### src/rtl/cmp_arbiter_if.sv
// Request/response bundle between NUM_REQ requesters and the shared branch comparator.
// The master modport is the requester side; the slave modport is the arbiter side.
interface cmp_arbiter_if #(
  parameter int NUM_REQ = 2,
  parameter int DATA_W  = 32
);
  logic [NUM_REQ-1:0]        req_valid;
  logic [NUM_REQ-1:0]        req_ready;
  logic [3*NUM_REQ-1:0]      req_op;
  logic [DATA_W*NUM_REQ-1:0] req_a;
  logic [DATA_W*NUM_REQ-1:0] req_b;
  logic [NUM_REQ-1:0]        rsp_valid;
  logic [NUM_REQ-1:0]        rsp_ready;
  logic                      rsp_br_en;
  logic                      rsp_err;

  modport master (
    output req_valid, req_op, req_a, req_b, rsp_ready,
    input  req_ready, rsp_valid, rsp_br_en, rsp_err
  );

  modport slave (
    input  req_valid, req_op, req_a, req_b, rsp_ready,
    output req_ready, rsp_valid, rsp_br_en, rsp_err
  );
endinterface

### src/rtl/cmp_arbiter.sv
// Round-robin arbiter sharing one branch comparator, with a one-entry registered result slot.
// Optional per-requester grant and stall counters are compiled in with CMP_ARB_STATS_EN.
module cmp_arbiter #(
  parameter int NUM_REQ = 2,
  parameter int DATA_W  = 32
) (
  input  logic                   clk,
  input  logic                   rst_n,
  cmp_arbiter_if.slave           bus
`ifdef CMP_ARB_STATS_EN
  ,
  output logic [32*NUM_REQ-1:0]  grant_cnt,
  output logic [31:0]            stall_cnt
`endif
);

  localparam int ID_W = (NUM_REQ > 1) ? $clog2(NUM_REQ) : 1;

  typedef enum logic [2:0] {
    F3_BEQ  = 3'b000,
    F3_BNE  = 3'b001,
    F3_BLT  = 3'b100,
    F3_BGE  = 3'b101,
    F3_BLTU = 3'b110,
    F3_BGEU = 3'b111
  } branch_funct3_t;

  typedef enum logic {ST_EMPTY, ST_FULL} state_t;

  state_t            state_q, state_d;
  logic [ID_W-1:0]   id_q, id_d;
  logic [ID_W-1:0]   rr_ptr_q, rr_ptr_d;
  logic              br_en_q, br_en_d;
  logic              err_q, err_d;

  logic              grant_any;
  logic [ID_W-1:0]   grant_id;
  logic [ID_W-1:0]   scan_idx;
  logic              slot_free;
  logic              accept;
  logic [2:0]        op_sel;
  logic [DATA_W-1:0] a_sel;
  logic [DATA_W-1:0] b_sel;

  function automatic logic cmp_eval(input logic [2:0] op,
                                    input logic [DATA_W-1:0] a,
                                    input logic [DATA_W-1:0] b);
    case (op)
      F3_BEQ:  return a == b;
      F3_BNE:  return a != b;
      F3_BLT:  return $signed(a) <  $signed(b);
      F3_BGE:  return $signed(a) >= $signed(b);
      F3_BLTU: return a <  b;
      F3_BGEU: return a >= b;
      default: return 1'b0;
    endcase
  endfunction

  // First valid requester at or after rr_ptr, wrapping at NUM_REQ.
  always_comb begin
    // NOTE: every variable gets a default before any branch so no latch is inferred.
    grant_any = 1'b0;
    grant_id  = '0;
    scan_idx  = '0;
    for (int k = 0; k < NUM_REQ; k++) begin
      scan_idx = ID_W'((int'(rr_ptr_q) + k) % NUM_REQ);
      if (!grant_any && bus.req_valid[scan_idx]) begin
        grant_any = 1'b1;
        grant_id  = scan_idx;
      end
    end
  end

  // The slot frees up in the same cycle the owner takes its result.
  assign slot_free     = (state_q == ST_EMPTY) || bus.rsp_ready[id_q];
  assign accept        = rst_n && slot_free && grant_any;
  assign bus.req_ready = accept ? (NUM_REQ'(1) << grant_id) : '0;

  assign op_sel = bus.req_op[3*int'(grant_id) +: 3];
  assign a_sel  = bus.req_a[DATA_W*int'(grant_id) +: DATA_W];
  assign b_sel  = bus.req_b[DATA_W*int'(grant_id) +: DATA_W];

  always_comb begin
    state_d  = state_q;
    id_d     = id_q;
    rr_ptr_d = rr_ptr_q;
    br_en_d  = br_en_q;
    err_d    = err_q;
    if (accept) begin
      state_d  = ST_FULL;
      id_d     = grant_id;
      br_en_d  = cmp_eval(op_sel, a_sel, b_sel);
      err_d    = (op_sel[2:1] == 2'b01);
      rr_ptr_d = (int'(grant_id) == NUM_REQ - 1) ? '0 : grant_id + ID_W'(1);
    end else if (state_q == ST_FULL && bus.rsp_ready[id_q]) begin
      state_d = ST_EMPTY;
      br_en_d = 1'b0;
      err_d   = 1'b0;
    end
  end

  always_ff @(posedge clk) begin
    if (!rst_n) begin
      // NOTE: sequential state uses non-blocking assignments so all registers update together.
      state_q  <= ST_EMPTY;
      id_q     <= '0;
      rr_ptr_q <= '0;
      br_en_q  <= 1'b0;
      err_q    <= 1'b0;
    end else begin
      state_q  <= state_d;
      id_q     <= id_d;
      rr_ptr_q <= rr_ptr_d;
      br_en_q  <= br_en_d;
      err_q    <= err_d;
    end
  end

  assign bus.rsp_valid = (state_q == ST_FULL) ? (NUM_REQ'(1) << id_q) : '0;
  assign bus.rsp_br_en = br_en_q;
  assign bus.rsp_err   = err_q;

`ifdef CMP_ARB_STATS_EN
  logic [31:0] grant_cnt_q [NUM_REQ];
  logic [31:0] stall_cnt_q;

  // Saturating counters; a stall is any cycle with a request pending and no grant.
  always_ff @(posedge clk) begin
    if (!rst_n) begin
      for (int i = 0; i < NUM_REQ; i++) grant_cnt_q[i] <= '0;
      stall_cnt_q <= '0;
    end else begin
      for (int i = 0; i < NUM_REQ; i++) begin
        if (accept && int'(grant_id) == i && grant_cnt_q[i] != 32'hFFFF_FFFF)
          grant_cnt_q[i] <= grant_cnt_q[i] + 32'd1;
      end
      if ((|bus.req_valid) && bus.req_ready == '0 && stall_cnt_q != 32'hFFFF_FFFF)
        stall_cnt_q <= stall_cnt_q + 32'd1;
    end
  end

  always_comb begin
    grant_cnt = '0;
    for (int i = 0; i < NUM_REQ; i++) grant_cnt[32*i +: 32] = grant_cnt_q[i];
  end
  assign stall_cnt = stall_cnt_q;
`endif

endmodule

### src/flat_wrapper.sv
// flat-port wrapper written by rule: the top's interface ports become plain ports
module cmp_arbiter_flat 
#(
  parameter int NUM_REQ = 2,
  parameter int DATA_W  = 32
)
  (clk, rst_n, bus_req_valid, bus_req_op, bus_req_a, bus_req_b, bus_rsp_ready, bus_req_ready, bus_rsp_valid, bus_rsp_br_en, bus_rsp_err);
  cmp_arbiter_if #(.NUM_REQ(NUM_REQ), .DATA_W(DATA_W)) bus_i ();
  input  logic clk;
  input  logic rst_n;
  input wire logic [$bits(bus_i.req_valid)-1:0] bus_req_valid;
  input wire logic [$bits(bus_i.req_op)-1:0] bus_req_op;
  input wire logic [$bits(bus_i.req_a)-1:0] bus_req_a;
  input wire logic [$bits(bus_i.req_b)-1:0] bus_req_b;
  input wire logic [$bits(bus_i.rsp_ready)-1:0] bus_rsp_ready;
  output wire logic [$bits(bus_i.req_ready)-1:0] bus_req_ready;
  output wire logic [$bits(bus_i.rsp_valid)-1:0] bus_rsp_valid;
  output wire logic [$bits(bus_i.rsp_br_en)-1:0] bus_rsp_br_en;
  output wire logic [$bits(bus_i.rsp_err)-1:0] bus_rsp_err;
  assign bus_i.req_valid = bus_req_valid;
  assign bus_i.req_op = bus_req_op;
  assign bus_i.req_a = bus_req_a;
  assign bus_i.req_b = bus_req_b;
  assign bus_i.rsp_ready = bus_rsp_ready;
  assign bus_req_ready = bus_i.req_ready;
  assign bus_rsp_valid = bus_i.rsp_valid;
  assign bus_rsp_br_en = bus_i.rsp_br_en;
  assign bus_rsp_err = bus_i.rsp_err;
  cmp_arbiter #(.NUM_REQ(NUM_REQ), .DATA_W(DATA_W)) u_core (.clk(clk), .rst_n(rst_n), .bus(bus_i));
endmodule
### config.mk
export PLATFORM = sky130hd
export DESIGN_NAME = cmp_arbiter_flat
export DESIGN_NICKNAME = d
export VERILOG_FILES = /design/src/rtl/cmp_arbiter_if.sv /design/src/rtl/cmp_arbiter.sv /design/src/flat_wrapper.sv
export SDC_FILE = /design/constraint.sdc
export NUM_CORES = 1
export LEC_CHECK = 0
export CORE_MARGIN = 2
export CORE_UTILIZATION = 37
export CTS_BUF_LIST = sky130_fd_sc_hd__clkbuf_8
export DETAILED_ROUTE_END_ITERATION = 10
export PLACE_DENSITY = 0.95
export SYNTH_ARGS = -nofsm -noshare
export SYNTH_HDL_FRONTEND = slang
export SYNTH_SLANG_ARGS = --single-unit
### constraint.sdc
create_clock -name clk -period 12.1 [get_ports clk]
set_input_delay 2.42 -clock clk [delete_from_list [all_inputs] [get_ports clk]]
set_output_delay 2.42 -clock clk [all_outputs]
set_load 0.03 [all_outputs]
== After elaboration in Yosys (flattened, before gate mapping) ==
Index checks and enable logic that the tools add are counted.

* Bits in registers: 5
* Input bits: 140
* Output and inout bits: 6
* Word-level logic and storage cells: 55

* Add/sub/neg operators: 2
* Multiply operators: 1
* Magnitude comparators: 7
* Equal/unequal tests: 8
* Shifts and indexed selects: 5
* Multiplexer cells: 18
* Bitwise logic cells: 1
* Reductions and logical operators: 8

{| class="wikitable"
|+ Operator list
! operator !! count
|-
| $shiftx A64 B7 Y32 || 2
|-
| $ge A32 B32 Y1 || 2
|-
| $lt A32 B32 Y1 || 2
|-
| $eq A32 B32 Y1 || 1
|-
| $ne A32 B32 Y1 || 1
|-
| $shiftx A6 B32 Y3 || 1
|-
| $mux W1 || 15
|-
| $eq A3 B3 Y1 const B || 4
|-
| $lt A1 B2 Y1 const B || 3
|-
| $pmux W1 S6 || 1
|-
| $logic_and A1 B1 Y1 || 4
|-
| $mux W2 || 2
|-
| $shl A1 B1 Y2 const A || 2
|-
| $eq A3 B1 Y1 const B || 1
|-
| $logic_not A3 Y1 || 1
|-
| $mul A2 B1 Y3 const A || 1
|-
| $add A1 B1 Y1 const B || 2
|-
| $eq A2 B1 Y1 const B || 1
|-
| $reduce_bool A2 Y1 || 1
|-
| $logic_not A1 Y1 || 1
|-
| $logic_or A1 B1 Y1 || 1
|-
| $not A1 Y1 || 1
|}

== Longest topological paths before layout ==
Gate-level depths: netlist of run 1.

* Depth after elaboration: 11
* Mapped depth: 14

== Worst setup path after synthesis of run 1 ==
No wires, ideal clock.

* Path kind: input to output
* Start point: in bus_req_valid[0]
* End point: out bus_req_ready[0]
* Data arrival time: 3.869 ns
* Required time: 9.680 ns
* Slack: 5.811 ns
* Stages on the path: 6
* Cells stage by stage: inv_1 o21ai_2 buf_6 clkbuf_1 buf_1 and2_1

* Cells in the longest elaborated chain, start to end: 8
* Elaborated cells between the ends (all ways): 13

{| class="wikitable"
|+ RTL lines
! element !! line !! source
|-
| start: declaration || flat_wrapper.sv:11 || <nowiki>input wire logic [$bits(bus_i.req_valid)-1:0] bus_req_valid;</nowiki>
|-
| $mux W1 (implied by the code) (2 in a row) || cmp_arbiter.sv:67 || <nowiki>if (!grant_any && bus.req_valid[scan_idx]) begin</nowiki>
|-
| $mux W1 || cmp_arbiter.sv:67 ||
|-
| $logic_not A1 Y1 || cmp_arbiter.sv:67 ||
|-
| $logic_and A1 B1 Y1 || cmp_arbiter.sv:67 ||
|-
| $mux W1 || cmp_arbiter.sv:67 ||
|-
| $shl A1 B1 Y2 / $logic_and A1 B1 Y1 (equally long branches) || cmp_arbiter.sv:77, cmp_arbiter.sv:76 ||
|-
| $mux W2 * || cmp_arbiter.sv:77 || <nowiki>assign bus.req_ready = accept ? (NUM_REQ'(1) << grant_id) : '0;</nowiki>
|-
| end: declaration || flat_wrapper.sv:16 || <nowiki>output wire logic [$bits(bus_i.req_ready)-1:0] bus_req_ready;</nowiki>
|}

Mark *: on every way between the ends. The rest lies on a longest branch, timed or not. The select of a mux whose other input is x is not followed.

== Final worst setup path of run 1 ==
Ends and elaborated chain as after synthesis.

==> impl_metrics.ini, run 1 <==
[detailed_routing]
wirelength_um = 5480
vias = 2110
drc_errors = 0
dr.pass1.iters = 4
routedWlPerCell_um = 13.8
drtIter0Drc = 36
antenna_left = 0
drt-vias-per-instance = 5.30

[setup_path]
slowest_stage = buf_4
crit_path_max_incr_delay_ps = 760
setup.worst_path.class = input port to output port
required_ps = 9680
worstPathCellList = clkdlybuf4s50_1, inv_1, o21ai_4, buf_4, and2_1, clkdlybuf4s50_1
path_common_cell = clkdlybuf4s50_1
start_kind = input port
cp_data_arrival_time_ps = 4740
endpoint_kind = output port
crit_fanout = 74

[power]
p_int_mw = 0.116
ir_worst_vdd_uv = 41.8
power_frac_seq_pct = 11.0
p_clk_share_pct = 17.5
p_per_area_nw_per_um2 = 51.7
switching_share_pct = 32.8
power_switching_mw = 0.0565
comb_power_share_pct = 71.5
cellLeakagePower_nw = 1.44

[timing]
fin_setup_tns_ps = 0
fmax_mhz = 140
hold_viol_final = 0
rsz0062_at_grt = false
slew-limit-headroom_pct = 35.0
fin_crit_sh_pct = 59.2
setup_viol = 0
fin_crit_ps = 7160
tightest_slew_ps = 975
fin_worst_skew_ps = 1.00
final_max_slew_viol_count = 0

[synth]
synthArstFlopShare_pct = 0
ys_types = 45
netlist.area_leader.share_pct = 22.3
synth.area.top_cells = ha_1 (22%), mux2_1 (20%), mux2i_1 (19%), dfxtp_1 (5.6%), a21oi_1 (3.6%)
synth_top_area_cell = ha_1
yosys_most_used_dff = dfxtp_1
yosysSeqAreaShare_pct = 5.59
synth_edf_count = 0
syn_area_per_cell_um2 = 8.87
synth.net_count = 374
synth-warning-count = 0
synth-seq-cells = 5
synthCells = 202
synth.cell_area_um2 = 1790

[finish]
diodes = 0
syn2layout_area_growth_pct = 86.0
final_util_pct = 71.0
stdcell_area_um2 = 3330
drive_gt1_share_pct = 3.78
nFillCells = 377
fin_nets = 517

[run_status]
outcome = finished clean

[die]
io_pins = 146
core_area_um2 = 4690
dieArea_um2 = 5410
start_util_pct = 38.2
die_height_um = 73.6
rows = 25
fp.dieW_um = 73.6

[global_route]
grtUsageTotal_pct = 19.9
antenna_found_initial = 0
grt_pass1_wl_um = 8810
grt_max_degree = 75
overflow = 0
grt_pass1_vias = 2172

[place]
portBuffers = 145
place_congestion = 0.722
place_area_um2 = 3290
place_hpwl_um = 4870

[clock_network]
cts_tree = done
cts_setup_buffers = 0
path_clk_slew_ps = 30
cts-root-buf = clkbuf_8
htreeDepth = 1
cts_resized = 0
numClockSinks = 5
cts_buffers = 3
insertion_delay_ps = 220
cts_hold_buffers = 0
cts_buffer_depth = 2

[min_path]
hold_path_class = flip-flop to flip-flop

[job]
cap_violations = 0
[power by group through the flow]
stage	registers, mW	clock network [mW]	logic (mW)
2_1_floorplan	0.0203	0	0.0619
3_3_place_gp	0.0191	0	0.120
3_5_place_dp	0.0192	0	0.124
4_1_cts	0.0189	0.0306	0.124
5_1_grt	0.0191	0.0321	0.136
6_report	0.0189	0.0301	0.123
[layout by cell type, fill, tap and decap left out, types with 2 or more instances in the layout]
cell / netlist / routed
inv_1: 4 / 5
nor2b_1: 2 / 2
mux2i_1: 34 / 34
nor3_1: 2 / 2
nand3_1: 3 / 3
clkbuf_8: 0 / 3
mux2_1: 32 / 32
nand4_1: 7 / 7
and2_1: 2 / 2
clkdlybuf4s50_1: 0 / 145
o21ai_1: 3 / 3
a21oi_1: 13 / 13
dfxtp_1: 5 / 5
nor2_1: 8 / 8
xnor2_1: 2 / 2
nand2_1: 11 / 11
nor3b_1: 2 / 2
o21ai_0: 4 / 4
a31oi_1: 2 / 2
o211ai_1: 2 / 2
ha_1: 32 / 32
nor4_1: 3 / 3
[registers in the layout, summed over array words and instances (netlist names)]
register	count
u_core.bus.rsp_br_en	1
u_core.bus.rsp_err	1
u_core.id_q	1
u_core.rr_ptr_q	1
u_core.state_q	1
[area by class of cell]
| class | instances | area [um^2] | share of cell area [%] |
|---|---|---|---|
| clock inverters | 1 | 3.75 | 0.113 |
| flip-flops and latches | 5 | 100 | 3.00 |
| inverters | 4 | 15.0 | 0.451 |
| clock buffers | 3 | 41.3 | 1.24 |
| multi-input cells | 185 | 1650 | 49.4 |
| well taps | 54 | 67.6 | 2.03 |
| repair buffers | 146 | 1460 | 43.8 |
[per-layer routing]
metal | up-vias | share of wire [%] | wire length (um) | GRT usage [%]
li1 | 1068 | - | - | -
met1 | 938 | 35 | 1930 | 20.0
met2 | 95 | 54 | 2960 | 39.8
met3 | 9 | 9.2 | 503 | 4.25
met4 | 0 | 1.6 | 87 | 6.26
met5 | - | 0 | 0 | 0
[cell families (layout without fill, tap and decap cells)]
group / Yosys count / count (layout) / share of synthesized area, %
buffers and inverters: 12 / 154 / 3.00
flip-flops: 5 / 5 / 5.59
XOR/XNOR: 2 / 2 / 0.978
AND/OR/NAND/NOR: 47 / 47 / 14.9
AO/OA/AOI/OAI: 37 / 37 / 13.4
adder cells (fa/ha/maj): 32 / 32 / 22.3
multiplexers: 67 / 67 / 39.7
[final timing paths]
check	startpoint	endpoint	slack (ps)	depth (start not counted)
max	bus_req_valid[0]	bus_req_ready[0]	4940	6
min	u_core.bus.rsp_err	u_core.bus.rsp_err	440	2
max reg2reg	u_core.rr_ptr_q	u_core.bus.rsp_br_en	8490	11
min reg2reg	u_core.bus.rsp_err	u_core.bus.rsp_err	440	2
[critical path: cells and delay by family]
family,cells,cell delay (ps)
buf+inv,4,1950
compound gates,1,100
simple gates,1,230
[synthesized netlist by cell type (2+ instances only)]
cell type	n
nand4_1	7
o21ai_1	3
a31oi_1	2
nor3_1	2
nand3_1	3
ha_1	32
and2_1	2
nor4_1	3
mux2i_1	34
dfxtp_1	5
nor2b_1	2
inv_1	4
nand2_1	11
a21oi_1	13
o21ai_0	4
buf_1	2
o211ai_1	2
mux2_1	32
xnor2_1	2
clkbuf_1	4
nor2_1	8
nor3b_1	2
[metrics by stage]
stage | hold WS, ps | power, mW | setup slack [ps] | std cells
finish | 443 | 0.172 | 4940 | 398
global route | 464 | 0.187 | 4830 | 398
detailed placement | 440 | 0.143 | 4920 | 394
floorplan | 485 | 0.0823 | 5810 | 202
CTS | 445 | 0.174 | 4920 | 398
global placement | 442 | 0.139 | 4950 | 394
Note: power is estimated with default switching activity, not from simulation.
==> run 2: changes to the inputs <==
- CORE_UTILIZATION: 37 -> 34
- PLACE_DENSITY: 0.95 -> 0.88
- clock period: 12.1 -> 6.7 ns (I/O delays scaled with it)
==> run 2 against run 1 <==
Power is 82% higher. Wire length is 2.6% higher. Register-to-register slack got worse by 5000 ps. Critical path type unchanged. Largest power group unchanged.
==> impl_metrics.ini, run 2 (synthesis gave the netlist of run 1 again) <==
[detailed_routing]
dr.pass1.iters = 4
drt-vias-per-instance = 5.09
wirelength_um = 5620
drc_errors = 0
antenna_left = 0
vias = 2106
drtIter0Drc = 40
routedWlPerCell_um = 13.6

[finish]
syn2layout_area_growth_pct = 87.8
mostFrequentLayoutCell = clkdlybuf4s50_1
seqCellArea_um2 = 100
nFillCells = 443
finalNonFillerCells = 414
diodes = 0
mostFrequentLayoutCells = clkdlybuf4s50_1 (145), mux2i_1 (34), mux2_1 (32), ha_1 (32), a21oi_1 (13)
multi_input_area_um2 = 1650
drive_gt1_share_pct = 3.78
fin_nets = 517

[setup_path]
start_kind = input port
worstPathCellList = clkdlybuf4s50_1, inv_1, o21ai_4, buf_12, and2_1, clkdlybuf4s50_1
endpoint_kind = output port
slowest_stage = clkdlybuf4s50_1
setup.worst_path.class = input port to output port
path_buf_inv = 4
crit_path_max_incr_delay_ps = 660
crit_family = buffers and inverters
path_common_cell = clkdlybuf4s50_1
cp_data_arrival_time_ps = 3280
required_ps = 5360
crit_fanout = 74

[power]
switching_share_pct = 33.1
cellLeakagePower_nw = 1.44
power_frac_seq_pct = 10.9
comb_power_share_pct = 71.6
p_total_mw = 0.313
power_switching_mw = 0.103
p_clk_share_pct = 17.5
ir_worst_vdd_uv = 57.5
p_per_area_nw_per_um2 = 93.0
p_int_mw = 0.209

[timing]
slew-limit-headroom_pct = 70.6
fin_crit_ps = 4620
holdWs_ps = 459
fmax_mhz = 216
rsz0062_at_grt = false
fin_crit_sh_pct = 69.0
fin_setup_tns_ps = 0
fin_worst_skew_ps = 0.698
tightest_slew_ps = 441
final_max_slew_viol_count = 0
hold_viol_final = 0
setup_viol = 0

[global_route]
grt_pass1_vias = 2209
grtUsageTotal_pct = 19.0
antenna_found_initial = 0
grt_max_degree = 75
overflow = 0
grt_pass1_wl_um = 9450

[die]
dieArea_um2 = 5870
core_area_um2 = 5110
start_util_pct = 35.1
rows = 26
die_height_um = 76.6
io_pins = 146
fp.dieW_um = 76.6

[clock_network]
cts_buffers = 3
path_clk_slew_ps = 40
cts_buffer_depth = 2
insertion_delay_ps = 220
cts_resized = 0
cts_hold_buffers = 0
cts-root-buf = clkbuf_8
htreeDepth = 1
numClockSinks = 5
cts_setup_buffers = 0
cts_tree = done

[place]
place_hpwl_um = 4970
portBuffers = 145
dp_cells = 410
place_congestion = 0.791

[min_path]
hold_path_class = flip-flop to flip-flop

[run_status]
outcome = finished clean

[job]
cap_violations = 0
run 2: per-stage QoR:
stage	setup slack [ps]	utilization [%]	cell area [um^2]
finish	2080	65.9	3360
global route	1980	65.9	3360
CTS	2100	65.9	3360
detailed placement	1960	65.0	3320
global placement	2030	65.0	3320
floorplan	2290	-	1790
run 2: final cells by class:
cell class / instances / share of cell area, %
Multi-Input combinational cell: 185 / 48.9
Sequential cell: 5 / 2.98
Inverter: 4 / 0.446
Clock buffer: 3 / 1.23
Clock inverter: 1 / 0.112
Timing Repair Buffer: 146 / 43.7
Tap cell: 70 / 2.60
run 2: metal layers:
layer | track usage [%] | vias to the layer above | wire [um]
li1 | - | 1072 | -
met1 | 20.5 | 934 | 2220
met2 | 37.1 | 92 | 2960
met3 | 3.44 | 8 | 352
met4 | 5.45 | 0 | 87
met5 | 0 | - | 0
run 2: path summary, 6_finish.rpt:
path                               end  cells after the start  slack, ps                from
setup / recovery      bus_req_ready[0]                      6       2080    bus_req_valid[0]
hold / removal      u_core.bus.rsp_err                      2        460  u_core.bus.rsp_err
setup reg to reg  u_core.bus.rsp_br_en                     11       3480     u_core.rr_ptr_q
hold reg to reg     u_core.bus.rsp_err                      2        460  u_core.bus.rsp_err
run 2: tightest hold or removal path, stage by stage, from the launching register on:
cell     delay, ps
dfxtp_1        300
nand2_1         60
o21ai_1         50
run 2: power groups by stage:
stage | clock [mW] | sequential, mW | combinational [mW]
3_5_place_dp | 0 | 0.0346 | 0.226
6_report | 0.0548 | 0.0342 | 0.224
5_1_grt | 0.0578 | 0.0344 | 0.247
4_1_cts | 0.0568 | 0.0342 | 0.227
3_3_place_gp | 0 | 0.0345 | 0.219
2_1_floorplan | 0 | 0.0367 | 0.112
